===== config.mk =====
export PLATFORM = sky130hd
export DESIGN_NAME = pipe_stage_reg
export DESIGN_NICKNAME = d
export VERILOG_FILES = /design/src/rtl/pipe_stage_reg.sv
export SDC_FILE = /design/constraint.sdc
export NUM_CORES = 1
export LEC_CHECK = 0
export ABC_AREA = 1
export BUFFER_PORTS_ARGS = -buffer_cell sky130_fd_sc_hd__clkbuf_2
export CAP_MARGIN = 20
export CORE_UTILIZATION = 52
export CTS_BUF_LIST = sky130_fd_sc_hd__clkbuf_8
export CTS_CLUSTER_DIAMETER = 120
export CTS_CLUSTER_SIZE = 14
export DETAILED_ROUTE_END_ITERATION = 10
export HOLD_SLACK_MARGIN = 0.15
export PLACE_DENSITY_LB_ADDON = 0.3
export SYNTH_ARGS = -nofsm -noshare
export SYNTH_HDL_FRONTEND = slang
export SYNTH_SLANG_ARGS = --single-unit

===== constraint.sdc =====
create_clock -name clk -period 2.1 [get_ports clk]
set_input_delay 0.21 -clock clk [delete_from_list [all_inputs] [get_ports clk]]
set_output_delay 0.21 -clock clk [all_outputs]
set_load 0.02 [all_outputs]

===== src/rtl/pipe_stage_reg.sv =====
// Valid/ready pipeline register with optional two-entry skid buffer, flush and
// saturating stall/flush statistics. Idle output carries a NOP payload.
`timescale 1ns/1ps
module pipe_stage_reg #(
    parameter int                DATA_W      = 96,
    parameter logic [DATA_W-1:0] NOP_PAYLOAD = DATA_W'({32'h00000000, 32'h00000004, 32'h00000013}),
    parameter bit                SKID_EN     = 1'b1,
    parameter int                CNT_W       = 16
) (
    input  logic              clk,
    input  logic              rst_n,
    input  logic              flush_i,
    input  logic              up_valid_i,
    output logic              up_ready_o,
    input  logic [DATA_W-1:0] up_data_i,
    output logic              dn_valid_o,
    input  logic              dn_ready_i,
    output logic [DATA_W-1:0] dn_data_o,
    output logic [1:0]        occupancy_o,
    output logic [CNT_W-1:0]  stall_cnt_o,
    output logic [CNT_W-1:0]  flush_cnt_o
);

    // State code equals the number of held beats so occupancy is the state itself.
    localparam logic [1:0] ST_EMPTY = 2'd0;
    localparam logic [1:0] ST_ONE   = 2'd1;
    localparam logic [1:0] ST_TWO   = 2'd2;

    logic [1:0]        r_state;
    logic [DATA_W-1:0] r_main;
    logic [DATA_W-1:0] r_skid;
    logic [CNT_W-1:0]  r_stall_cnt;
    logic [CNT_W-1:0]  r_flush_cnt;

    logic [1:0]        w_state_next;
    logic [DATA_W-1:0] w_main_next;
    logic [DATA_W-1:0] w_skid_next;
    logic              w_dn_valid;
    logic              w_up_xfer;
    logic              w_dn_xfer;
    logic              w_stall;

    assign w_dn_valid = (r_state != ST_EMPTY);
    assign w_up_xfer  = up_valid_i & up_ready_o;
    assign w_dn_xfer  = w_dn_valid & dn_ready_i;
    assign w_stall    = w_dn_valid & ~dn_ready_i;

    always_comb begin
        w_state_next = r_state;
        w_main_next  = r_main;
        w_skid_next  = r_skid;
        if (flush_i) begin
            w_state_next = ST_EMPTY;
            w_main_next  = NOP_PAYLOAD;
            w_skid_next  = NOP_PAYLOAD;
        end else begin
            case (r_state)
                ST_EMPTY: begin
                    if (w_up_xfer) begin
                        w_state_next = ST_ONE;
                        w_main_next  = up_data_i;
                    end
                end
                ST_ONE: begin
                    if (w_up_xfer && w_dn_xfer) begin
                        w_main_next = up_data_i;
                    end else if (w_dn_xfer) begin
                        w_state_next = ST_EMPTY;
                        w_main_next  = NOP_PAYLOAD;
                    end else if (w_up_xfer && SKID_EN) begin
                        w_state_next = ST_TWO;
                        w_skid_next  = up_data_i;
                    end
                end
                ST_TWO: begin
                    if (w_dn_xfer) begin
                        w_state_next = ST_ONE;
                        w_main_next  = r_skid;
                        w_skid_next  = NOP_PAYLOAD;
                    end
                end
                default: begin
                    w_state_next = ST_EMPTY;
                    w_main_next  = NOP_PAYLOAD;
                    w_skid_next  = NOP_PAYLOAD;
                end
            endcase
        end
    end

    always_ff @(posedge clk or negedge rst_n) begin
        if (!rst_n) begin
            r_state     <= ST_EMPTY;
            r_main      <= NOP_PAYLOAD;
            r_skid      <= NOP_PAYLOAD;
            r_stall_cnt <= '0;
            r_flush_cnt <= '0;
        end else begin
            r_state <= w_state_next;
            r_main  <= w_main_next;
            r_skid  <= w_skid_next;
            if (w_stall && (r_stall_cnt != {CNT_W{1'b1}})) begin
                r_stall_cnt <= r_stall_cnt + 1'b1;
            end
            if (flush_i && (r_flush_cnt != {CNT_W{1'b1}})) begin
                r_flush_cnt <= r_flush_cnt + 1'b1;
            end
        end
    end

    // The skid variant registers ready so it never depends on dn_ready_i combinationally.
    generate
        if (SKID_EN) begin : g_skid_ready
            logic r_up_ready;
            always_ff @(posedge clk or negedge rst_n) begin
                if (!rst_n) begin
                    r_up_ready <= 1'b1;
                end else begin
                    r_up_ready <= (w_state_next != ST_TWO);
                end
            end
            assign up_ready_o = r_up_ready;
        end else begin : g_comb_ready
            assign up_ready_o = dn_ready_i | ~w_dn_valid;
        end
    endgenerate

    assign dn_valid_o  = w_dn_valid;
    assign dn_data_o   = r_main;
    assign occupancy_o = r_state;
    assign stall_cnt_o = r_stall_cnt;
    assign flush_cnt_o = r_flush_cnt;

endmodule


==> results of run 1 <==
## synth_stat cells
| cell type | instances | area share (%) |
|---|---|---|
| buf_4 | 7 | 0.45 |
| dfrtp_1 | 218 | 47 |
| o21ai_1 | 42 | 1.8 |
| o21ai_2 | 1 | 0.076 |
| inv_4 | 1 | 0.054 |
| a21boi_0 | 2 | 0.13 |
| nand2_1 | 814 | 26 |
| nand2_2 | 2 | 0.11 |
| nand3_1 | 110 | 4.8 |
| nand2_4 | 1 | 0.097 |
| clkinv_1 | 1 | 0.032 |
| clkbuf_1 | 44 | 1.4 |
| dfstp_2 | 9 | 2.0 |
| inv_2 | 3 | 0.097 |
| nor2_4 | 1 | 0.097 |
| buf_6 | 3 | 0.29 |
| buf_2 | 47 | 2.0 |
| xor2_1 | 2 | 0.15 |
| buf_1 | 4 | 0.13 |
| xnor2_1 | 10 | 0.76 |
| ha_1 | 2 | 0.22 |
| inv_1 | 33 | 1.1 |
| nor2_2 | 2 | 0.11 |
| nand3b_1 | 2 | 0.13 |
| o21ai_0 | 72 | 3.1 |
| nand4_1 | 104 | 5.6 |
| nor2_1 | 46 | 1.5 |
| a21oi_1 | 5 | 0.22 |
## cell type report
type | instances | area [um^2] | share of cell area (%)
clock buffers | 21 | 289 | 2.01
clock inverters | 15 | 68.8 | 0.479
inverters | 38 | 150 | 1.05
multi-input cells | 1218 | 5260 | 36.6
flip-flops and latches | 227 | 5690 | 39.6
well taps | 280 | 350 | 2.44
repair buffers | 362 | 2550 | 17.8
## per-stage QoR
step / worst slack (ps) / instances
finish: 135 / 2161
global route: 27.6 / 2161
CTS: 6.02 / 2158
detailed placement: 36.7 / 2023
global placement: 79.9 / 2023
floorplan: 288 / 1588
## worst max-delay path by stage
stage,end
6_report,dn_valid_o
5_1_grt,dn_valid_o
4_1_cts,dn_valid_o
3_5_place_dp,flush_cnt_o[3]$_DFFE_PN0P_
3_3_place_gp,flush_cnt_o[11]$_DFFE_PN0P_
2_1_floorplan,flush_cnt_o[10]$_DFFE_PN0P_
## logic make-up (layout without fill, tap and decap cells)
group | count (synthesis) | count (layout) | synth area share (%)
adders and majority gates | 2 | 2 | 0.216
and+or+nand+nor | 1082 | 1082 | 38.8
AOI/OAI and AO/OA | 122 | 122 | 5.35
xor gates and xnor gates | 12 | 12 | 0.908
buffers and inverters | 143 | 436 | 5.59
DFF | 227 | 227 | 49.2
## power breakdown
group / total [W] / leakage, nW / internal [W] / switching (W)
clock network: 0.00247 / 0.232 / 0.000946 / 0.00153
registers: 0.00507 / 3.03 / 0.00477 / 0.000302
logic: 0.00246 / 4.06 / 0.000845 / 0.00162
total: 0.0100 / 7.33 / 0.00656 / 0.00345
## timing repair
action | CTS | global route
endpoints found under the setup margin | 2 | 1
pin swaps | 1 | 1
gates cloned | 0 | 1
gates resized for setup | 5 | 0
hold buffers | 99 | 0
endpoints found under the hold margin | 423 | 0
buffers inserted | 0 | 2
## flip-flops by register name, indices dropped and copies added, names as in the netlist
register and cells:
dn_data_o 96, r_skid 96, flush_cnt_o 16, stall_cnt_o 16
occupancy_o 2, up_ready_o 1
## critical path: stages (launching register included)
cell,delay (ps)
dfrtp_1,480
nor2_4,230
buf_12,220
inv_1,90
clkbuf_2,180
## per-layer routing
layer | global-route usage (%) | share of wire (%)
met5 | 0 | 0
met2 | 46.9 | 47
met1 | 38.1 | 43
met3 | 4.04 | 6.7
met4 | 11.3 | 3.1
==> impl_metrics.json, run 1 <==
{
  "start_kind": "flip-flop",
  "final_antenna_net_count": 0,
  "clockRootBuffer": "clkbuf_8",
  "post-route-min-period_ps": 1970,
  "avgSynthCellArea_um2": 7.29,
  "hold_viol": 0,
  "cp.arrival_ps": 1760,
  "worstPathMaxFanout": 28,
  "period_share_pct": 93.6,
  "cts_tree": "built",
  "clockBufferDepth": 3,
  "crit-reg2reg-capture": "dn_data_o[39]$_DFFE_PN0P_",
  "layout-drive-gt1-share_pct": 16.6,
  "num_antenna_cells": 0,
  "final_common_cell": "nand2_1",
  "avgViaCountPerCell": 5.36,
  "areaGrowthSynthToFinish_pct": 24.1,
  "synth-seq-cells": 227,
  "hp-class": "input pin to async pin",
  "finish.utilization_pct": 65.8,
  "synth_warnings": 0,
  "grt_overflow": 0,
  "cts.sinks": 227,
  "clock_skew_ps": 25.6,
  "grt_pass1_vias": 10900,
  "drc": 0,
  "r2r_slack_ps": 210,
  "fmax_mhz": 509,
  "drt_iter0_markers": 928,
  "relSlewSlack_pct": 55.2,
  "grt_max_degree": 96,
  "post_dp_cell_area_mm2": 0.0130,
  "drtPass1Iterations": 6,
  "wl_um": 32600,
  "postSynthCellCount": 1588,
  "cts_buffers": 20,
  "io_buffers": 232,
  "setup_viol": 0,
  "critical_path_class": "flip-flop to primary output",
  "finalMaxSlewViolations": 0,
  "syn-num-nets": 1691,
  "max-vdd-ir-drop_uv": 662,
  "start_util_pct": 53.1,
  "leakage_nw": 7.33,
  "tightestPinTransition_ps": 671,
  "fin_area_mm2": 0.0144,
  "fp.dieH_um": 151,
  "dp_hpwl_um": 19800,
  "power_density_mw_per_mm2": 697,
  "die_area_mm2": 0.0229,
  "h-tree-depth": 1,
  "nets": 1970,
  "grt_pass1_wl_um": 53000,
  "ys_seq_area_share_pct": 49.2,
  "track_usage_pct": 28.6,
  "required_ps": 1890,
  "timing.rr.start": "occupancy_o[0]$_DFF_PN0_",
  "cap_viol_max_count": 0,
  "synth.distinct_cells": 28,
  "dieWidth_um": 151,
  "avgRoutedWirePerCell_um": 15.1,
  "synthesis.area_mm2": 0.0116,
  "place_congestion": 0.878,
  "end_kind": "primary output",
  "reg2regPathDepth": 10,
  "nFillCells": 1869,
  "rsz0062_at_grt": "false",
  "outcome": "completed",
  "insertion_delay_ps": 530,
  "layout_common_cells": "nand2_1 (813), clkbuf_2 (231), dfrtp_1 (217)",
  "holdWs_ps": 182,
  "total_power_w": 0.0100,
  "ios": 233,
  "core_area_mm2": 0.0218,
  "vias": 11600,
  "clk_pin_slew_ps": 100,
  "fp-row-count": 54,
  "antenna_found_initial": 0,
  "crit_start": "occupancy_o[0]$_DFF_PN0_",
  "tns_ps": 0
}
No activity file was read; power rests on OpenSTA's default activity.
==> run 2: changes to the inputs <==
Settings changed: CTS_BUF_LIST sky130_fd_sc_hd__clkbuf_8 to sky130_fd_sc_hd__clkbuf_4.
==> run 2 against run 1 <==
- non-clock buffer count up 3
- cell count increased by 0.19%
- die area unchanged
- final area down 0.16%
- sequential cell count stayed put
- total power shrank 2.4%
- largest power group unchanged
==> impl_metrics.json, run 2 (synthesis gave the netlist of run 1 again) <==
{
  "track_usage_pct": 28.9,
  "setup_viol": 0,
  "clockRootBuffer": "clkbuf_4",
  "die_area_mm2": 0.0229,
  "end_kind": "primary output",
  "ios": 233,
  "post-route-min-period_ps": 2000,
  "cp.arrival_ps": 1790,
  "nets": 1973,
  "core_area_mm2": 0.0218,
  "grt_pass1_wl_um": 53400,
  "max-vdd-ir-drop_uv": 741,
  "avgRoutedWirePerCell_um": 15.1,
  "dieWidth_um": 151,
  "period_share_pct": 95.2,
  "vias": 11700,
  "cts_buffers": 20,
  "start_kind": "flip-flop",
  "fp.dieH_um": 151,
  "dp_hpwl_um": 19800,
  "wl_um": 32700,
  "clockBufferDepth": 3,
  "start_util_pct": 53.1,
  "layout_common_cells": "nand2_1 (813), clkbuf_2 (230), dfrtp_1 (216)",
  "use_met2_pct": 47.3,
  "fp-row-count": 54,
  "worstPathMaxFanout": 28,
  "drc": 0,
  "power_density_mw_per_mm2": 682,
  "antenna_found_initial": 1,
  "final_common_cell": "nand2_1",
  "layout-drive-gt1-share_pct": 17.4,
  "drt_iter0_markers": 816,
  "cts_tree": "built",
  "critical_path_class": "flip-flop to primary output",
  "areaGrowthSynthToFinish_pct": 23.9,
  "post_dp_cell_area_mm2": 0.0130,
  "io_buffers": 232,
  "required_ps": 1890,
  "final_antenna_net_count": 0,
  "clk_pin_slew_ps": 160,
  "clock_skew_ps": 41.2,
  "grt_overflow": 0,
  "relSlewSlack_pct": 62.4,
  "fmax_mhz": 500,
  "cap_viol_max_count": 0,
  "grt_max_degree": 96,
  "tightestPinTransition_ps": 564,
  "finalMaxSlewViolations": 0,
  "fin_area_mm2": 0.0143,
  "h-tree-depth": 1,
  "finish.utilization_pct": 65.7,
  "grt_util_met1_pct": 38.2,
  "insertion_delay_ps": 660,
  "place_congestion": 0.878,
  "hp-class": "input pin to flip-flop",
  "cts.sinks": 227,
  "hold_viol": 0,
  "drtPass1Iterations": 6,
  "grt_pass1_vias": 11000,
  "grt-busiest-layer": "met2",
  "leakage_nw": 7.29,
  "grtUsageMet3_pct": 4.28,
  "outcome": "completed",
  "rsz0062_at_grt": "true",
  "avgViaCountPerCell": 5.38,
  "total_power_w": 0.00978
}
run 2: cell count changes in the layout (fill, tap and decap cells not counted), sizes merged:
cell / change
inv: -14
bufbuf: +1
buf: +2
diode: +1
clkbuf: +12
dlygate4sd3: +2
run 2: cell type report:
type,instances,area [um^2]
Antenna cell,1,2.50
Sequential cell,227,5690
Timing Repair Buffer,365,2610
Inverter,38,150
Clock inverter,1,16.3
Fill cell,1875,7480
Tap cell,280,350
Clock buffer,35,263
Multi-Input combinational cell,1218,5260
run 2: metal layers:
layer | up-vias | wire, um
met5 | - | 0
met4 | 0 | 1290
met3 | 98 | 2470
met2 | 508 | 15400
met1 | 5365 | 13600
li1 | 5686 | -
run 2: repair_timing:
| action | in CTS | in global routing |
|---|---|---|
| endpoints found under the setup margin | 1 | 2 |
| hold buffers | 102 | 0 |
| pin swaps | 1 | 0 |
| resized for setup | 3 | 3 |
| buffers inserted | 1 | 0 |
| endpoints found under the hold margin | 447 | 0 |
| cloned | 1 | 0 |
run 2: worst max-delay path, stage by stage (launching register included):
cell	delay (ps)
dfrtp_2	480
nor2_4	150
buf_12	210
inv_1	90
buf_2	190
run 2: final timing paths:
kind / from / endpoint / slack, ps / depth (start not counted)
min reg2reg: dn_data_o[1]$_DFFE_PN1P_ / dn_data_o[1]$_DFFE_PN1P_ / 480 / 2
min in group asynchronous: rst_n / r_skid[0]$_DFFE_PN1P_ / 730 / 3
max in group asynchronous: rst_n / flush_cnt_o[0]$_DFFE_PN0P_ / 940 / 4
max: occupancy_o[1]$_DFF_PN0_ / dn_valid_o / 100 / 4
min: up_data_i[94] / r_skid[94]$_DFFE_PN0P_ / 350 / 4
max reg2reg: occupancy_o[1]$_DFF_PN0_ / dn_data_o[39]$_DFFE_PN0P_ / 190 / 11
run 2: through the flow:
step | TNS [ps] | hold WS, ps | cells | worst slack, ps
floorplan | 0 | -85.6 | 1588 | 288
global placement | 0 | 169 | 2023 | 79.9
detailed placement | 0 | 171 | 2023 | 36.7
CTS | 0 | 294 | 2163 | 22.0
global route | -2.62 | 311 | 2165 | -2.62
finish | 0 | 349 | 2165 | 101
run 2: where the power goes:
part / internal (W) / switching (W)
Clock: 0.000759 / 0.00146
Sequential: 0.00477 / 0.000304
Combinational: 0.000857 / 0.00162
Total: 0.00639 / 0.00339
